[config.mk]
export PLATFORM = sky130hd
export DESIGN_NAME = bp_network_deserializer
export DESIGN_NICKNAME = d
export VERILOG_FILES = /design/src/rtl/bp_network_deserializer_pkg.sv /design/src/rtl/bp_network_deserializer_sipo.sv /design/src/rtl/bp_network_deserializer.sv
export SDC_FILE = /design/constraint.sdc
export NUM_CORES = 1
export LEC_CHECK = 0
export CELL_PAD_IN_SITES_DETAIL_PLACEMENT = 1
export CELL_PAD_IN_SITES_GLOBAL_PLACEMENT = 1
export CORE_UTILIZATION = 33
export CTS_CLUSTER_SIZE = 12
export DETAILED_ROUTE_END_ITERATION = 7
export GPL_ROUTABILITY_DRIVEN = 0
export MAX_ROUTING_LAYER = met4
export PLACE_DENSITY_LB_ADDON = 0.1
export SLEW_MARGIN = 30
export SYNTH_ARGS = -nofsm -noshare
export SYNTH_HDL_FRONTEND = slang
export SYNTH_SLANG_ARGS = --single-unit
[constraint.sdc]
create_clock -name clk_i -period 1.75 [get_ports clk_i]
set_input_delay 0.35 -clock clk_i [delete_from_list [all_inputs] [get_ports clk_i]]
set_output_delay 0.35 -clock clk_i [all_outputs]
set_load 0.02 [all_outputs]
[src/rtl/bp_network_deserializer_pkg.sv]
// ============================================================================
// Module      : bp_network_pkg
// Description : Shared definitions for the network serializer/deserializer
//               pair: FSM state encodings, sizing helpers, flit struct macro.
// Revision    : 1.0 - initial release
// ============================================================================
`default_nettype none

`ifndef BP_NETWORK_FLIT_S_DEFINED
`define BP_NETWORK_FLIT_S_DEFINED
// Declares the packed flit type {dest_id, src_id, payload}, dest_id at the MSB.
`define BP_NETWORK_FLIT_S(name, dw, sw, pw) \
    typedef struct packed { \
        logic [(dw)-1:0] dest_id; \
        logic [(sw)-1:0] src_id; \
        logic [(pw)-1:0] payload; \
    } name
`endif

package bp_network_pkg;

    localparam logic [0:0] BP_ST_RECV = 1'b0;
    localparam logic [0:0] BP_ST_FULL = 1'b1;

    // Flits per message; an exact divide still costs one extra (pad) flit so
    // the count lines up with the serializer.
    function automatic int bp_num_packets(input int data_w, input int packet_w);
        return (data_w / packet_w) + 1;
    endfunction

    function automatic int bp_flit_width(input int packet_w, input int dest_w, input int src_w);
        return packet_w + dest_w + src_w;
    endfunction

    // Slot counter width, never narrower than one bit.
    function automatic int bp_cnt_width(input int num_packets);
        return (num_packets > 1) ? $clog2(num_packets) : 1;
    endfunction

endpackage

`default_nettype wire

[src/rtl/bp_network_deserializer_sipo.sv]
// ============================================================================
// Module      : bp_network_sipo
// Description : Serial-in parallel-out payload buffer. Collects num_packets_p
//               payload slots (first slot lowest order) and holds the result
//               on a valid/yumi channel until the consumer takes it.
// Revision    : 1.0 - initial release
// ============================================================================
`default_nettype none

module bp_network_sipo
    import bp_network_pkg::*;
#(
    parameter int packet_data_width_p = 8,
    parameter int data_width_p        = 16,
    parameter int num_packets_p       = bp_num_packets(data_width_p, packet_data_width_p)
) (
    input  logic                           clk_i,
    input  logic                           reset_n_i,
    input  logic                           valid_i,
    input  logic [packet_data_width_p-1:0] data_i,
    output logic                           ready_o,
    output logic                           first_o,
    output logic                           valid_o,
    output logic [data_width_p-1:0]        data_o,
    input  logic                           yumi_i
);

    localparam int                    cnt_width_lp = bp_cnt_width(num_packets_p);
    localparam logic [cnt_width_lp-1:0] c_last_cnt = cnt_width_lp'(num_packets_p - 1);
    localparam logic [cnt_width_lp-1:0] c_one      = cnt_width_lp'(1);

    logic [0:0]              state_q, state_d;
    logic [cnt_width_lp-1:0] cnt_q, cnt_d;
    logic [data_width_p-1:0] buf_q, buf_d;
    logic                    w_accept;

    assign w_accept = valid_i & ready_o;

    // Per-slot write: only the bits of a slot that land inside the message are
    // stored, so the pad bits of the last flit never reach a flop.
    for (genvar i = 0; i < num_packets_p; i++) begin : g_slot
        localparam int c_lo = i * packet_data_width_p;
        localparam int c_w  = (data_width_p - c_lo >= packet_data_width_p) ? packet_data_width_p :
                              ((data_width_p > c_lo) ? (data_width_p - c_lo) : 0);
        if (c_w > 0) begin : g_store
            assign buf_d[c_lo +: c_w] = (w_accept && (cnt_q == cnt_width_lp'(i)))
                                      ? data_i[c_w-1:0] : buf_q[c_lo +: c_w];
        end
    end

    // State register: FSM state, slot counter and payload buffer.
    always_ff @(posedge clk_i or negedge reset_n_i) begin
        if (!reset_n_i) begin
            state_q <= BP_ST_RECV;
            cnt_q   <= '0;
            buf_q   <= '0;
        end else begin
            state_q <= state_d;
            cnt_q   <= cnt_d;
            buf_q   <= buf_d;
        end
    end

    // Next state: count accepted flits, turn FULL on the last slot, back on yumi.
    always_comb begin
        state_d = state_q;
        cnt_d   = cnt_q;
        case (state_q)
            BP_ST_RECV: begin
                if (w_accept) begin
                    if (cnt_q == c_last_cnt) begin
                        cnt_d   = '0;
                        state_d = BP_ST_FULL;
                    end else begin
                        cnt_d = cnt_q + c_one;
                    end
                end
            end
            BP_ST_FULL: begin
                if (yumi_i) begin
                    state_d = BP_ST_RECV;
                end
            end
            default: state_d = BP_ST_RECV;
        endcase
    end

    // Outputs depend on registered state only.
    always_comb begin
        ready_o = (state_q == BP_ST_RECV);
        valid_o = (state_q == BP_ST_FULL);
        first_o = (cnt_q == '0);
        data_o  = buf_q;
    end

    // The consumer may only take a message that is being offered.
    a_yumi_legal: assert property (@(posedge clk_i) disable iff (!reset_n_i) yumi_i |-> valid_o);

endmodule

`default_nettype wire

[src/rtl/bp_network_deserializer.sv]
// ============================================================================
// Module      : bp_network_deserializer
// Description : Network egress deserializer. Reassembles num_packets_p flits
//               into one message, latches the header ids of the first flit and
//               pulses hdr_err_o when a later flit carries a different header.
// Revision    : 1.0 - initial release
// ============================================================================
`default_nettype none

module bp_network_deserializer
    import bp_network_pkg::*;
#(
    parameter  int dest_id_width_p     = 4,
    parameter  int src_id_width_p      = 4,
    parameter  int source_data_width_p = 16,
    parameter  int packet_data_width_p = 8,
    localparam int num_packets_p       = bp_num_packets(source_data_width_p, packet_data_width_p),
    localparam int flit_width_lp       = bp_flit_width(packet_data_width_p, dest_id_width_p, src_id_width_p)
) (
    input  logic                           clk_i,
    input  logic                           reset_n_i,
    input  logic                           valid_i,
    input  logic [flit_width_lp-1:0]       data_i,
    output logic                           ready_o,
    output logic                           valid_o,
    output logic [source_data_width_p-1:0] data_o,
    output logic [dest_id_width_p-1:0]     dest_id_o,
    output logic [src_id_width_p-1:0]      src_id_o,
    input  logic                           yumi_i,
    output logic                           hdr_err_o
);

    localparam int hdr_width_lp = dest_id_width_p + src_id_width_p;

    `BP_NETWORK_FLIT_S(flit_s, dest_id_width_p, src_id_width_p, packet_data_width_p);

    flit_s                   w_flit;
    logic                    w_accept;
    logic                    w_first;
    logic [hdr_width_lp-1:0] w_flit_hdr;
    logic [hdr_width_lp-1:0] hdr_q, hdr_d;
    logic                    hdr_err_q, hdr_err_d;

    assign w_flit     = data_i;
    assign w_flit_hdr = {w_flit.dest_id, w_flit.src_id};
    assign w_accept   = valid_i & ready_o;

    bp_network_sipo #(
        .packet_data_width_p (packet_data_width_p),
        .data_width_p        (source_data_width_p),
        .num_packets_p       (num_packets_p)
    ) u_sipo (
        .clk_i     (clk_i),
        .reset_n_i (reset_n_i),
        .valid_i   (valid_i),
        .data_i    (w_flit.payload),
        .ready_o   (ready_o),
        .first_o   (w_first),
        .valid_o   (valid_o),
        .data_o    (data_o),
        .yumi_i    (yumi_i)
    );

    // Header latch and one-cycle mismatch flag.
    always_ff @(posedge clk_i or negedge reset_n_i) begin
        if (!reset_n_i) begin
            hdr_q     <= '0;
            hdr_err_q <= 1'b0;
        end else begin
            hdr_q     <= hdr_d;
            hdr_err_q <= hdr_err_d;
        end
    end

    // Slot 0 sets the header; later slots are compared but never overwrite it.
    always_comb begin
        hdr_d     = hdr_q;
        hdr_err_d = 1'b0;
        if (w_accept) begin
            if (w_first) begin
                hdr_d = w_flit_hdr;
            end else if (w_flit_hdr != hdr_q) begin
                hdr_err_d = 1'b1;
            end
        end
    end

    // Unpack the latched header onto the id outputs.
    always_comb begin
        dest_id_o = hdr_q[hdr_width_lp-1 -: dest_id_width_p];
        src_id_o  = hdr_q[src_id_width_p-1:0];
        hdr_err_o = hdr_err_q;
    end

endmodule

`default_nettype wire

==> impl_results.md, run 1 <==
* Detailed-route wire length at 2.31 mm
* RSZ-0062 raised after global routing: no
* P&R area growth vs syn at 52.4%
* Area share of and/or/nand/nor cells after synthesis at 0.0495
* Largest cells by area after synthesis: dfrtp_1 60%, mux2_2 22%, xor2_1 6.0%, buf_6 1.9%, nor3b_4 1.6%
* Fillers at 368
* ANT cells at 0
* Worst path slowest cell: clkdlybuf4s50_1
* Number of CTS-inserted buffers at 3
* Library cells used by synthesis at 14
* Synth top area share at 0.603
* Worst R2R Path Depth at 4
* FF-to-FF Start: u_sipo.valid_o
* Post-CTS Hold Buffers at 0
* Final core occ at 0.527
* Mapped Cells at 74
* Final period util at 0.967
* Starting Density at 0.346
* Startpoint types: flop
* CTS Root Cell: clkbuf_4
* Origin of the worst setup path: hdr_q[1]
* Core box area at 3360 um^2
* Worst reg-to-reg setup slack at 0.24 ns
* CTS max path bufs at 2
* Worst-skew pair later-pin latency at 0.32 ns
* # IOs at 47
* Final setup fails at 0
* Crit path capture type: output port
* H-tree Lvls at 1
* Gr ovfl total at 0
* Post-DP HPWL at 1.73 mm
* Reg clk slew, reported paths at 0.15 ns
* Mapped Avg Cell Area at 15.7 um^2
* Skew final at 0.00671 ns
* Via density at 4.61
* Number of synthesized register bits at 28
* Main combinational cell family by area after synthesis: multiplexers
* Row cnt at 21
* Mapped Nets at 94
* Hold crit path type: input pin to asynchronous set/reset pin
* CP Max Fanout at 3
* Final instance area at 1770 um^2
* Detail Route Antenna Nets at 0
* Final slew viol count at 0
* Yosys warnings at 0
* Die H at 61.4 um
* Worst endpoint required time at 1.40 ns
* Detailed-route via count at 797
* Total Routing Usage GR at 0.142
* Status: finished clean
* Achievable Freq at 0.591 GHz
* PwrDens at 1910 nW/um^2
* Vias in the first global route at 854
* Cell taking the most area after synthesis: dfrtp_1
* Global-route wire length before repair at 3.76 mm
* Area fraction in compound gates after synthesis at 0.0291
* Max cap viols at 0
* Die footprint at 3760 um^2
* Synth Area in XOR/XNOR at 0.0603
* Post-Syn Area at 1160 um^2
* Critical path class: flop to output port
* Leak at 0.000776 uW
* Minimum clock period at 1.69 ns
* Largest net degree at the start of global routing at 29
* Normalized max-slew margin at 0.764
* Drt initial violations at 26
* Final net count at 148
* WP buf/inv at 1
* Ratio of cells with drive above 1 in the final layout at 0.283
* Mux share of post-synthesis cell area at 0.233
* Cell family with most CP delay: buffers and inverters
* Routed length per instance at 13.3 um
* Post-route DRC at 0
* Critical Path Max Stage Delay at 0.62 ns
* Worst-Margin Slew at 0.354 ns
* Pre-Repair DR Iteration Count at 2
* Hold Vio Cnt, Final at 0
* Crit-path cells: clkdlybuf4s50_1
* Clk sinks at 28
* Initial antenna violation count at 0
* Area post-placement at 1710 um^2
* Die width at 61.4 um
* Arr. time, crit path at 1.34 ns
* Number of buffers added on ports at 46
* Adder-cell area share of the yosys netlist at 0
* FF-to-FF End: hdr_q[4]
* Worst vdd ir at 0.650 mV
* CTS tree: done
* Post-synthesis sequential area ratio at 0.603
==> worst max path at each step <==
| stage | endpoint | slack [ns] | cells past startpoint |
|---|---|---|---|
| after floorplan | hdr_q[0] | 0.1 | 5 |
| after CTS | dest_id_o[0] | 0.02 | 1 |
| after detailed placement | u_sipo.data_o[10] | -0.12 | 5 |
| after global placement | u_sipo.data_o[12] | -0.09 | 5 |
| after global routing | data_o[10] | 0.0006 | 1 |
| final | src_id_o[1] | 0.06 | 1 |
==> layout make-up <==
cell class / instances / area (um^2) / share of cell area
Timing Repair Buffer: 51 / 522 / 0.294
Multi-Input combinational cell: 42 / 432 / 0.244
Clock buffer: 3 / 22.5 / 0.0127
Sequential cell: 28 / 701 / 0.395
Clock inverter: 1 / 30.0 / 0.0169
Inverter: 2 / 7.51 / 0.00424
Tap cell: 46 / 57.6 / 0.0325
==> timing repair <==
| item | CTS | global route |
|---|---|---|
| buffers inserted | 0 | 0 |
| pin swaps | 0 | 0 |
| resized for setup | 1 | 5 |
| endpoints found under the setup margin | 1 | 5 |
==> power by group <==
group	switching (uW)	total, uW	internal, uW
clock network	184	416	231
logic	775	1770	990
registers	236	1210	973
==> kinds of logic after synthesis <==
| logic type | Yosys count |
|---|---|
| buf+inv | 4 |
| compound gates | 4 |
| mux | 24 |
| simple gates | 6 |
| xor+xnor | 8 |
| flops | 28 |
==> through the flow <==
| step | hold slack [ns] | TNS [ns] | worst slack, ns | instances | total power, uW |
|---|---|---|---|---|---|
| after floorplan | 0.0544 | 0 | 0.0969 | 74 | 2180 |
| after global placement | 0.490 | -1.70 | -0.0863 | 169 | 3000 |
| after detailed placement | 0.497 | -2.23 | -0.119 | 169 | 3040 |
| after CTS | 0.391 | 0 | 0.0199 | 173 | 3460 |
| after global routing | 0.404 | 0 | 0.000572 | 173 | 3600 |
| final | 0.387 | 0 | 0.0569 | 173 | 3390 |
==> layer usage <==
layer,track usage,vias up,part of all wire,wire [um]
met2,0.228,23,0.51,1170
li1,-,363,-,-
met3,0.0210,2,0.049,114
met1,0.177,409,0.44,1010
met5,-,-,0,0
met4,0.0667,0,0.0065,15
==> state kept, by name, indices dropped and copies added, names as in the netlist <==
name            flops
u_sipo.data_o      16
hdr_q               8
u_sipo.cnt_q        2
hdr_err_o           1
u_sipo.valid_o      1
==> cells in the mapped netlist <==
master,number
a211oi_1,1
a21o_2,2
buf_6,2
dfrtp_1,28
inv_1,2
mux2_1,1
mux2_2,23
nand2b_1,1
nor2_1,1
nor3_4,1
nor3b_4,1
nor4_1,2
o32ai_1,1
xor2_1,8
==> cell usage in the layout (no fill, tap or decap), drive strengths merged <==
master	n
clkdlybuf4s50	40
dfrtp	28
mux2	24
xor2	8
dlymetal6s2s	5
buf	5
clkbuf	3
inv	2
nor4	2
a21o	2
nand2b	1
o32ai	1
nor2	1
a211oi	1
nor3	1
nor3b	1
bufinv	1
dlygate4sd2	1
Power figures use the tool's default switching activity.
==> inputs of run 2 (changes only) <==
--- a/config.mk
+++ b/config.mk
@@ -11,6 +11,7 @@
 export CTS_CLUSTER_SIZE = 12
 export DETAILED_ROUTE_END_ITERATION = 7
 export GPL_ROUTABILITY_DRIVEN = 0
+export HOLD_SLACK_MARGIN = 0.08
 export MAX_ROUTING_LAYER = met4
 export PLACE_DENSITY_LB_ADDON = 0.1
 export SLEW_MARGIN = 30
==> results of run 2 <==
Same layout as run 1: the final DEF is identical, and so are final timing and power.
